[src/rtl/lpm_requester.sv]
// rtl/lpm_requester.sv - host command/result bridge to a longest-prefix-match engine
// One command slot, an in-order key FIFO for outstanding lookups, and one result slot.
module lpm_requester #(
  parameter int WIDTH = 32,
  parameter int DEPTH = 4
) (
  input  logic                     CLK,
  input  logic                     nRST,
  input  logic                     cmd__ENA,
  input  logic                     cmd_op,
  input  logic [WIDTH-1:0]         cmd_addr,
  input  logic [WIDTH-1:0]         cmd_data,
  output logic                     cmd__RDY,
  output logic                     enter__ENA,
  output logic [WIDTH-1:0]         enter_data,
  input  logic                     enter__RDY,
  output logic                     write__ENA,
  output logic [WIDTH-1:0]         write_addr,
  output logic [WIDTH-1:0]         write_data,
  input  logic                     write__RDY,
  input  logic                     out__ENA,
  input  logic [WIDTH-1:0]         out_data,
  output logic                     out__RDY,
  output logic                     result__ENA,
  output logic [WIDTH-1:0]         result_key,
  output logic [WIDTH-1:0]         result_data,
  input  logic                     result__RDY,
  output logic [$clog2(DEPTH):0]   pending,
  output logic                     err
);

  localparam int AW = (DEPTH > 1) ? $clog2(DEPTH) : 1;
  localparam int PW = $clog2(DEPTH) + 1;
  localparam logic [PW-1:0] DEPTH_P = PW'(DEPTH);
  localparam logic [AW-1:0] LAST_P  = AW'(DEPTH - 1);

  logic             valid_q, valid_d;
  logic             op_q, op_d;
  logic [WIDTH-1:0] addr_q, addr_d;
  logic [WIDTH-1:0] data_q, data_d;
  logic [WIDTH-1:0] keys_q [DEPTH];
  logic [WIDTH-1:0] keys_d [DEPTH];
  logic [AW-1:0]    wptr_q, wptr_d;
  logic [AW-1:0]    rptr_q, rptr_d;
  logic [PW-1:0]    pend_q, pend_d;
  logic             rvalid_q, rvalid_d;
  logic [WIDTH-1:0] rkey_q, rkey_d;
  logic [WIDTH-1:0] rdata_q, rdata_d;
  logic             err_q, err_d;

  logic enter_fire, write_fire, out_ok, out_fire, res_fire;

  function automatic logic [AW-1:0] ptr_inc(input logic [AW-1:0] p);
    return (p == LAST_P) ? '0 : p + 1'b1;
  endfunction

  // Writes wait for every outstanding lookup to drain so reads never see a later write.
  assign enter_fire = valid_q & ~op_q & enter__RDY & (pend_q != DEPTH_P);
  assign write_fire = valid_q &  op_q & write__RDY & (pend_q == '0);
  assign out_ok     = ~rvalid_q & (pend_q != '0);
  assign out_fire   = out__ENA & out_ok;
  assign res_fire   = rvalid_q & result__RDY;

  assign cmd__RDY    = ~valid_q;
  assign enter__ENA  = enter_fire;
  assign enter_data  = data_q;
  assign write__ENA  = write_fire;
  assign write_addr  = addr_q;
  assign write_data  = data_q;
  assign out__RDY    = out_ok;
  assign result__ENA = res_fire;
  assign result_key  = rkey_q;
  assign result_data = rdata_q;
  assign pending     = pend_q;
  assign err         = err_q;

  always_comb begin
    valid_d  = valid_q;
    op_d     = op_q;
    addr_d   = addr_q;
    data_d   = data_q;
    keys_d   = keys_q;
    wptr_d   = wptr_q;
    rptr_d   = rptr_q;
    pend_d   = pend_q;
    rvalid_d = rvalid_q;
    rkey_d   = rkey_q;
    rdata_d  = rdata_q;
    err_d    = err_q;

    if (cmd__ENA && !valid_q) begin
      valid_d = 1'b1;
      op_d    = cmd_op;
      addr_d  = cmd_addr;
      data_d  = cmd_data;
    end else if (enter_fire || write_fire) begin
      valid_d = 1'b0;
    end

    if (enter_fire) begin
      keys_d[wptr_q] = data_q;
      wptr_d         = ptr_inc(wptr_q);
    end

    if (out_fire) begin
      rkey_d   = keys_q[rptr_q];
      rdata_d  = out_data;
      rvalid_d = 1'b1;
      rptr_d   = ptr_inc(rptr_q);
    end else if (res_fire) begin
      rvalid_d = 1'b0;
    end

    case ({enter_fire, out_fire})
      2'b10:   pend_d = pend_q + 1'b1;
      2'b01:   pend_d = pend_q - 1'b1;
      default: pend_d = pend_q;
    endcase

    if (out__ENA && !out_ok) err_d = 1'b1;
  end

  always_ff @(posedge CLK or posedge nRST) begin
    if (nRST) begin
      valid_q  <= 1'b0;
      op_q     <= 1'b0;
      addr_q   <= '0;
      data_q   <= '0;
      for (int i = 0; i < DEPTH; i++) keys_q[i] <= '0;
      wptr_q   <= '0;
      rptr_q   <= '0;
      pend_q   <= '0;
      rvalid_q <= 1'b0;
      rkey_q   <= '0;
      rdata_q  <= '0;
      err_q    <= 1'b0;
    end else begin
      valid_q  <= valid_d;
      op_q     <= op_d;
      addr_q   <= addr_d;
      data_q   <= data_d;
      keys_q   <= keys_d;
      wptr_q   <= wptr_d;
      rptr_q   <= rptr_d;
      pend_q   <= pend_d;
      rvalid_q <= rvalid_d;
      rkey_q   <= rkey_d;
      rdata_q  <= rdata_d;
      err_q    <= err_d;
    end
  end

endmodule

[config.mk]
export PLATFORM = sky130hd
export DESIGN_NAME = lpm_requester
export DESIGN_NICKNAME = d
export VERILOG_FILES = /design/src/rtl/lpm_requester.sv
export SDC_FILE = /design/constraint.sdc
export NUM_CORES = 1
export LEC_CHECK = 0
export CAP_MARGIN = 25
export CELL_PAD_IN_SITES_DETAIL_PLACEMENT = 1
export CELL_PAD_IN_SITES_GLOBAL_PLACEMENT = 2
export CORE_UTILIZATION = 38
export DETAILED_ROUTE_END_ITERATION = 10
export GPL_ROUTABILITY_DRIVEN = 0
export GPL_TIMING_DRIVEN = 0
export PLACE_DENSITY = 0.94
export SKIP_CTS_REPAIR_TIMING = 1
export SYNTH_ARGS = -nofsm -noshare
export SYNTH_HDL_FRONTEND = slang
export SYNTH_SLANG_ARGS = --single-unit
[constraint.sdc]
create_clock -name CLK -period 15.3 [get_ports CLK]
set_clock_uncertainty 0.15 [all_clocks]
set_input_delay 3.06 -clock CLK [delete_from_list [all_inputs] [get_ports CLK]]
set_output_delay 3.06 -clock CLK [all_outputs]
set_load 0.01 [all_outputs]
# After elaboration in Yosys (flattened, before gate mapping)
# Index checks and enable logic that the tools add are counted.
[totals]
reg_bits = 267
input_bits = 104
output_inout_bits = 169
wordCells = 65
[op_classes]
add_sub_neg = 4
n_lt_le_gt_ge = 3
n_eq_ne = 5
muxes = 13
bitwise_logic = 14
reduce_logical = 11
[ops]
columns = ["operator", "count"]
rows = [
  ["128-bit bitwise mux", 1],
  ["32-bit 2-to-1 mux", 3],
  ["32-bit binary-select mux with 2-bit select", 1],
  ["32-bit demux with 2-bit select", 1],
  ["1-bit AND", 9],
  ["2-bit == test, second input constant", 3],
  ["3-bit >= comparator, second input constant", 2],
  ["2-bit inverter with 3-bit output", 2],
  ["3-bit case mux with 2 select lines", 1],
  ["2-bit nonzero test", 3],
  ["2-bit by 1-bit adder with 2-bit output, second input constant", 2],
  ["1-bit 2-to-1 mux", 4],
  ["2-bit 2-to-1 mux", 2],
  ["3-bit by 1-bit adder with 3-bit output, second input constant", 1],
  ["1-bit logical AND", 3],
  ["3-bit logical NOT", 1],
  ["3-bit by 1-bit less-than comparator with 1-bit output, second input constant", 1],
  ["3-bit inequality test, second input constant", 1],
  ["1-bit inverter", 3],
  ["3-bit nonzero test", 1],
  ["3-bit by 1-bit subtractor with 3-bit output, second input constant", 1],
  ["2-bit by 1-bit == test with 1-bit output, second input constant", 1],
  ["1-bit logical NOT", 2],
  ["1-bit logical OR", 1],
]

# Longest topological paths before layout
# Gate-level depths: netlist (run 1).
[depth]
word_depth = 7
depth_mapped = 9
ltp_nobuf = 8

# Worst setup path before layout (run 1)
# No wires, ideal clock.
[synth_timing]
kind = "in2out"
from = "input enter__RDY"
to = "output enter__ENA"
t_arrival_ns = 3.602
required_ns = 12.090
setup_slack_ns = 8.488
path_stages = 3
n_path_buf = 0
path_cell_list = "and3b_1 -> nand2_1 -> inv_1"
[synth_between]
elab_chain_cells = 2
[synth_rtl]
columns = ["item", "line", "rtl"]
rows = [
  ["start, declared", "16", "input logic enter__RDY,"],
  ["1-bit AND (2 in series)", "58", "assign enter_fire = valid_q & ~op_q & enter__RDY & (pend_q != DEPTH_P);"],
  ["end, declared", "14", "output logic enter__ENA,"],
]
# Every way passes these cells.

# Final worst setup path (run 1)
# Ends and elaborated chain as after synthesis.

==> run summary, run 1 <==
Worst Hold Path EP -> keys_q[43]
Input/output buffers -> 272
Fraction of layout cells with a size suffix above 1 -> 28.6%
Worst-Skew Late Latency -> 0.54 ns
Most Frequent Cell on Critical Path -> sky130_fd_sc_hd__clkdlybuf4s50_1
Peak per-stage delay on the critical path -> 0.56 ns
Ordered list of cells on the worst path -> clkdlybuf4s50_1, and3b_1, nand2_1, inv_1, clkdlybuf4s50_1
Initial antenna violation count -> 1
Worst Max-Slew Pin Slew -> 0.792 ns
VDD IR max -> 97.9 µV
Final non-filler cell total -> 1380
Maximum root-to-sink buffer count -> 3
Yosys synthesis warning count -> 0
Most frequent cells after synthesis -> sky130_fd_sc_hd__dfrtp_1, sky130_fd_sc_hd__mux2_2, sky130_fd_sc_hd__mux2_1
Max Transition Viols Final -> 0
HP Start -> keys_q[43]
First-pass GRT wire length -> 43.4 mm
Remaining number of nets flagged by the antenna check after routing -> 0
Pin count of the biggest net entering global routing -> 111
Static leakage power -> 6.70 nW
Post-synthesis async set-or-reset flop share -> 100%
Worst setup path start -> enter__RDY
Share of synthesized area occupied by flip-flops and latches -> 59.4%
Relative slew slack -> 47.2%
Post-detailed-placement half-perimeter wirelength -> 18.3 mm
Average wire length per cell after detail routing -> 19.3 µm
WP data arrival -> 4.71 ns
Total die area -> 30300 µm²
Via count of the first global-routing pass -> 7513
Worst-path cell with the longest stage delay -> sky130_fd_sc_hd__clkdlybuf4s50_1
Count leader, synth -> sky130_fd_sc_hd__dfrtp_1
Core Region -> 28900 µm²
Share of total power consumed by net switching -> 30.3%
Core utilization of the finished layout -> 53.6%
Final setup vio count -> 0
Starting DRT DRC Count -> 198
Crit path required time -> 12.09 ns
Synth Flop Type -> sky130_fd_sc_hd__dfrtp_1
Number of endpoints with negative hold slack in the final report -> 0
Initial core utilization -> 38.9%
Max-capacitance violation count -> 0
Power density of the placed cells -> 223 nW/µm²
DRC violation count after routing -> 0
Reported net switching power -> 0.00105 W
Overflow left after global routing -> 0
Layout fillers -> 2723
Number of nets at the end of the flow -> 1085
Detailed Route WL -> 26.6 mm
Share of power burned in registers -> 37.7%
Critical path type -> input port to primary output
Post-layout minimum cycle time -> 7.92 ns
Row cnt -> 62
Vias per Instance -> 4.82
Synth top area share -> 59.4%
Net count after synthesis -> 778
Achievable frequency -> 126 MHz
Portion of total power attributed to combinational logic -> 41.7%
Clock tree from TritonCTS -> built
Clk network pwr share -> 20.6%
Number of distinct library cells after synthesis -> 30
Flip-flop and latch count after synthesis -> 267
Synthesis-to-finish area growth -> 37.7%
Mean post-synth cell area -> 16.9 µm²
Detailed-router iteration count before antenna repair -> 4
Critical Path Start Type -> input port
Critical R2R Capture -> pending[2]
RSZ-0062 raised after global routing -> no
Maximum fanout count along the critical path -> 5
Cell type with the largest total area after synthesis -> sky130_fd_sc_hd__dfrtp_1
Number of enable flip-flop cells after synthesis -> 0
Die extent in y -> 174 µm
Classification of the worst-slack hold path -> flip-flop to flip-flop
I/O pin count -> 273
Number of cells in the design after placement -> 1325
Area of placed instances -> 14500 µm²
Post-synthesis cell count -> 667
Flop-to-flop setup slack -> 12.45 ns
Result of the run -> complete, no violations
Gr usage total -> 18.1%
Nature of the critical path endpoint -> primary output
Num CTS Buffers -> 31
Clock input transition at the sequential cells of the worst setup and hold paths -> 0.05 ns
Final design area excluding fillers -> 15500 µm²
Root Buffer Master -> sky130_fd_sc_hd__clkbuf_16
Launching point of the worst reg2reg path -> pending[0]
H-tree levels -> 1
Mapped Area -> 11300 µm²
Number of instances on the worst hold path -> 1
Kind of cell adding the most delay to the critical path -> buffers and inverters
Period utilization -> 51.8%
Number of cells traversed by the worst register-to-register path -> 9
Routed vias -> 6646
CP bufs+invs -> 3
Most area-consuming cells after synthesis -> sky130_fd_sc_hd__dfrtp_1, sky130_fd_sc_hd__mux2_2, sky130_fd_sc_hd__mux2_1
Clock sinks -> 267
Final TNS setup -> 0 ns
Horizontal die dimension -> 174 µm
Total internal power -> 0.00241 W
layer usage:
| layer | track usage [%] | part of all wire, % |
|---|---|---|
| met1 | 23.8 | 43 |
| met2 | 30.5 | 50 |
| met3 | 3.74 | 5.0 |
| met4 | 4.53 | 1.9 |
| met5 | 0 | 0 |
sequential cells by signal, indices dropped and copies added, names as in the netlist:
register     cells
result_key      32
rvalid_q         1
err              1
valid_q          1
result_data     32
op_q             1
wptr_q           2
pending          3
rptr_q           2
write_addr      32
keys_q         128
enter_data      32
worst max-delay path by stage:
stage                           to  slack (ns)  depth (start not counted)
detailed placement      enter__ENA        7.35                          5
global route            enter__ENA        7.30                          5
floorplan            enter_data[0]        4.74                          1
CTS                     enter__ENA        7.35                          5
global placement    write_addr[22]        1.16                          2
finish                  enter__ENA        7.38                          5
power by group through the flow:
stage | Sequential, W | Clock (W) | Combinational [W]
after floorplan | 0.00132 | 0 | 0.000748
after detailed placement | 0.00131 | 0 | 0.00146
after global placement | 0.00129 | 0 | 0.00142
final | 0.00130 | 0.000709 | 0.00144
after global routing | 0.00136 | 0.000762 | 0.00154
after CTS | 0.00131 | 0.000735 | 0.00147
cells by family after synthesis:
family / after synthesis / share of synthesized area (%)
muxes: 294 / 33.3
DFF: 267 / 59.4
buffers and inverters: 75 / 4.89
and+or+nand+nor: 17 / 1.15
adders and majority gates: 7 / 0.845
AOI/OAI and AO/OA: 4 / 0.233
xor gates and xnor gates: 3 / 0.234
placed cells by master (no fill, tap or decap), types with 6 or more instances in the layout:
cell / netlist / layout
sky130_fd_sc_hd__buf_6: 18 / 18
sky130_fd_sc_hd__mux2_4: 20 / 20
sky130_fd_sc_hd__clkdlybuf4s50_1: 0 / 272
sky130_fd_sc_hd__mux2_1: 120 / 120
sky130_fd_sc_hd__dfrtp_1: 267 / 267
sky130_fd_sc_hd__clkbuf_8: 0 / 6
sky130_fd_sc_hd__ha_1: 6 / 6
sky130_fd_sc_hd__inv_1: 9 / 8
sky130_fd_sc_hd__mux2_2: 121 / 121
sky130_fd_sc_hd__mux4_2: 32 / 32
sky130_fd_sc_hd__clkbuf_16: 0 / 31
sky130_fd_sc_hd__buf_2: 11 / 11
sky130_fd_sc_hd__buf_4: 32 / 32
sky130_fd_sc_hd__clkbuf_1: 3 / 16
stage by stage:
step / power [W] / hold WS, ns / setup WS, ns
global placement: 0.00271 / 0.302 / 1.16
finish: 0.00345 / 0.334 / 7.38
floorplan: 0.00207 / 0.309 / 4.74
detailed placement: 0.00277 / 0.327 / 7.35
global route: 0.00366 / 0.348 / 7.30
CTS: 0.00351 / 0.339 / 7.35
layout make-up:
cell class	instances	area [µm²]	area share [%]
Sequential cell	267	6680	43.1
Multi-Input combinational cell	325	4020	25.9
Timing Repair Buffer	274	2780	17.9
Clock buffer	50	907	5.85
Buffer	66	517	3.33
Tap cell	384	480	3.10
Clock inverter	4	72.6	0.468
Inverter	9	41.3	0.266
Antenna cell	1	2.50	0.0161
Note: power is estimated with default switching activity, not from simulation.
==> run 2: changes to the inputs <==
--- a/config.mk
+++ b/config.mk
@@ -8,11 +8,11 @@
 export CAP_MARGIN = 25
 export CELL_PAD_IN_SITES_DETAIL_PLACEMENT = 1
 export CELL_PAD_IN_SITES_GLOBAL_PLACEMENT = 2
-export CORE_UTILIZATION = 38
+export CORE_UTILIZATION = 32
 export DETAILED_ROUTE_END_ITERATION = 10
 export GPL_ROUTABILITY_DRIVEN = 0
 export GPL_TIMING_DRIVEN = 0
-export PLACE_DENSITY = 0.94
+export PLACE_DENSITY = 0.85
 export SKIP_CTS_REPAIR_TIMING = 1
 export SYNTH_ARGS = -nofsm -noshare
 export SYNTH_HDL_FRONTEND = slang
==> constraint.sdc (replaced) <==
create_clock -name CLK -period 6.4 [get_ports CLK]
set_clock_uncertainty 0.15 [all_clocks]
set_input_delay 1.28 -clock CLK [delete_from_list [all_inputs] [get_ports CLK]]
set_output_delay 1.28 -clock CLK [all_outputs]
set_load 0.01 [all_outputs]
==> run summary, run 2 (synthesized netlist as in run 1, its figures left out) <==
Result of the run -> complete, no violations (unchanged)
Initial antenna violation count -> 0 (was 1)
Worst Hold Path EP -> keys_q[106] (was keys_q[43])
Worst Max-Slew Pin Slew -> 0.799 ns (was 0.792 ns)
Number of endpoints with negative hold slack in the final report -> 0 (unchanged)
Maximum fanout count along the critical path -> 5 (unchanged)
Average wire length per cell after detail routing -> 18.7 µm (was 19.3 µm)
Detailed-router iteration count before antenna repair -> 3 (was 4)
Peak per-stage delay on the critical path -> 0.57 ns (was 0.56 ns)
Detailed Route WL -> 27.2 mm (was 26.6 mm)
Period utilization -> 68.5%
Worst-Skew Late Latency -> 0.54 ns (about the same)
Fraction of layout cells with a size suffix above 1 -> 29.3% (was 28.6%)
Critical R2R Capture -> pending[2] (unchanged)
Classification of the worst-slack hold path -> flip-flop to flip-flop (unchanged)
Remaining number of nets flagged by the antenna check after routing -> 0 (unchanged)
Post-layout minimum cycle time -> 4.38 ns
Vias per Instance -> 4.65 (was 4.82)
RSZ-0062 raised after global routing -> no (unchanged)
Achievable frequency -> 228 MHz
Met1 track demand over resource in global routing -> 20.2% (was 23.8%)
Share of total power consumed by net switching -> 30.1% (was 30.3%)
Power density of the placed cells -> 529 nW/µm² (was 223 nW/µm²)
CP bufs+invs -> 3 (unchanged)
Met3 usage -> 3.63% (was 3.74%)
WP data arrival -> 2.95 ns (was 4.71 ns)
Root Buffer Master -> sky130_fd_sc_hd__clkbuf_16 (unchanged)
Max Transition Viols Final -> 0 (unchanged)
Number of nets at the end of the flow -> 1091 (was 1085)
Initial core utilization -> 32.6% (was 38.9%)
Ordered list of cells on the worst path -> clkdlybuf4s50_1, and3b_1, nand2_1, inv_1, clkdlybuf4s50_1 (unchanged)
Final antenna diode count -> 0 (was 1)
Crit path required time -> 4.97 ns (was 12.09 ns)
Portion of total power attributed to combinational logic -> 41.6% (was 41.7%)
Worst-path cell with the longest stage delay -> sky130_fd_sc_hd__clkdlybuf4s50_1 (unchanged)
Synthesis-to-finish area growth -> 39.6% (was 37.7%)
Most common cell after layout, fill and taps aside -> sky130_fd_sc_hd__clkdlybuf4s50_1 (unchanged)
Kind of cell adding the most delay to the critical path -> buffers and inverters (unchanged)
Horizontal die dimension -> 190 µm (was 174 µm)
Routed vias -> 6759 (was 6646)
Core Region -> 34500 µm² (was 28900 µm²)
Pin count of the biggest net entering global routing -> 43 (was 111)
Setup Slack @ Placement -> 1.98 ns (was 7.35 ns)
Clock tree from TritonCTS -> built (unchanged)
Flop-to-flop setup slack -> 3.52 ns (was 12.45 ns)
Most Frequent Cell on Critical Path -> sky130_fd_sc_hd__clkdlybuf4s50_1 (unchanged)
Commonest cells after routing, fill and taps aside -> sky130_fd_sc_hd__clkdlybuf4s50_1, sky130_fd_sc_hd__dfrtp_1, sky130_fd_sc_hd__mux2_2 (unchanged)
Relative slew slack -> 46.7% (was 47.2%)
Count of cell instances traversed by the critical path -> 5 (unchanged)
Total Power -> 0.00830 W (was 0.00345 W)
Die extent in y -> 190 µm (was 174 µm)
Clock sinks -> 267 (unchanged)
Clock input transition at the sequential cells of the worst setup and hold paths -> 0.05 ns (about the same)
Flip-flop count of the largest register after layout -> 128 (unchanged)
H-tree levels -> 1 (unchanged)
Row cnt -> 68 (was 62)
Total internal power -> 0.00580 W (was 0.00241 W)
Launching point of the worst reg2reg path -> pending[0] (unchanged)
Final TNS setup -> 0 ns (unchanged)
Maximum root-to-sink buffer count -> 3 (unchanged)
Post-detailed-placement half-perimeter wirelength -> 19.0 mm (was 18.3 mm)
Register ranked first by flip-flop count -> keys_q (unchanged)
Number of instances on the worst hold path -> 1 (unchanged)
Clk network pwr share -> 21.0% (was 20.6%)
Static leakage power -> 6.77 nW (was 6.70 nW)
Via count of the first global-routing pass -> 7624 (was 7513)
Global-route met2 utilization -> 27.0% (was 30.5%)
Final setup vio count -> 0 (unchanged)
I/O pin count -> 273 (unchanged)
Gr usage total -> 15.8% (was 18.1%)
Critical Path Start Type -> input port (unchanged)
Nature of the critical path endpoint -> primary output (unchanged)
Final worst setup slack -> 2.02 ns (was 7.38 ns)
Number of cells traversed by the worst register-to-register path -> 9 (unchanged)
Share of power burned in registers -> 37.4% (was 37.7%)
Total die area -> 35900 µm² (was 30300 µm²)
Max-capacitance violation count -> 0 (unchanged)
Overflow left after global routing -> 0 (unchanged)
Layer with the highest usage -> met2 (unchanged)
Num CTS Buffers -> 31 (unchanged)
Critical path type -> input port to primary output (unchanged)
First-pass GRT wire length -> 44.6 mm (was 43.4 mm)
Starting DRT DRC Count -> 201 (was 198)
Input/output buffers -> 272 (unchanged)
VDD IR max -> 247 µV (was 97.9 µV)
Reported net switching power -> 0.00250 W (was 0.00105 W)
DRC violation count after routing -> 0 (unchanged)
HP Start -> keys_q[106] (was keys_q[43])
-- run 2: worst max-delay path by stage --
stage	endpoint	slack, ns	startpoint
after floorplan	enter_data[0]	1.44	nRST
after global placement	write_addr[31]	-0.71	nRST
after detailed placement	enter__ENA	1.98	enter__RDY
after CTS	enter__ENA	1.98	enter__RDY
after global routing	enter__ENA	1.94	enter__RDY
final	enter__ENA	2.02	enter__RDY
-- run 2: metal layers --
layer	up-vias	part of all wire, %
li1	2991	-
met3	37	5.7
met5	-	0
met1	3575	41
met2	156	51
met4	0	1.8
-- run 2: area by class of cell --
cell class	instances	area, µm²
tap	455	569
clock buffer	43	861
sequential	267	6680
inverter	9	37.5
multi-input combinational	325	4020
buffer	66	517
timing repair buffer	280	2890
fill	3439	18800
clock inverter	7	135
-- run 2: metrics by stage --
| step | util (%) | cells | hold slack (ns) | cell area [µm²] |
|---|---|---|---|---|
| 6_report | 45.5 | 1452 | 0.336 | 15700 |
| 5_1_grt | 45.5 | 1452 | 0.352 | 15700 |
| 4_1_cts | 45.5 | 1452 | 0.340 | 15700 |
| 3_5_place_dp | 42.6 | 1402 | 0.327 | 14700 |
| 3_3_place_gp | 42.1 | 1394 | 0.306 | 14500 |
| 2_1_floorplan | - | 667 | 0.309 | 11300 |
-- run 2: worst reg2reg max path: stages, from the launching register on --
cell,delay [ns]
sky130_fd_sc_hd__dfrtp_1,0.46
sky130_fd_sc_hd__nor3_2,0.12
sky130_fd_sc_hd__nor3b_2,0.57
sky130_fd_sc_hd__buf_2,0.43
sky130_fd_sc_hd__ha_1,0.25
sky130_fd_sc_hd__inv_1,0.06
sky130_fd_sc_hd__fa_1,0.37
sky130_fd_sc_hd__xor2_1,0.15
sky130_fd_sc_hd__nor2_1,0.11
sky130_fd_sc_hd__xor2_1,0.14
-- run 2: power by group through the flow --
stage               Clock, W  Combinational (W)  Sequential [W]
finish               0.00174            0.00346         0.00310
global route         0.00187            0.00373         0.00325
CTS                  0.00181            0.00354         0.00312
detailed placement         0            0.00351         0.00314
global placement           0            0.00342         0.00309
floorplan                  0            0.00179         0.00316
==> run 3: changes to the inputs <==
==> constraint.sdc (replaced) <==
create_clock -name CLK -period 3.64 [get_ports CLK]
set_clock_uncertainty 0.15 [all_clocks]
set_input_delay 0.728 -clock CLK [delete_from_list [all_inputs] [get_ports CLK]]
set_output_delay 0.728 -clock CLK [all_outputs]
set_load 0.01 [all_outputs]
==> results of run 3 <==
The final DEF is identical to that of run 2. Status: complete, no violations.
Main changes from that run: setup slack after placement 1.98 ns -> 0.0843 ns; setup slack after layout 2.02 ns -> 0.361 ns; register-to-register setup slack 3.52 ns -> 0.76 ns; total power 0.00830 W -> 0.0146 W; worst IR drop on VDD 247 µV -> 435 µV
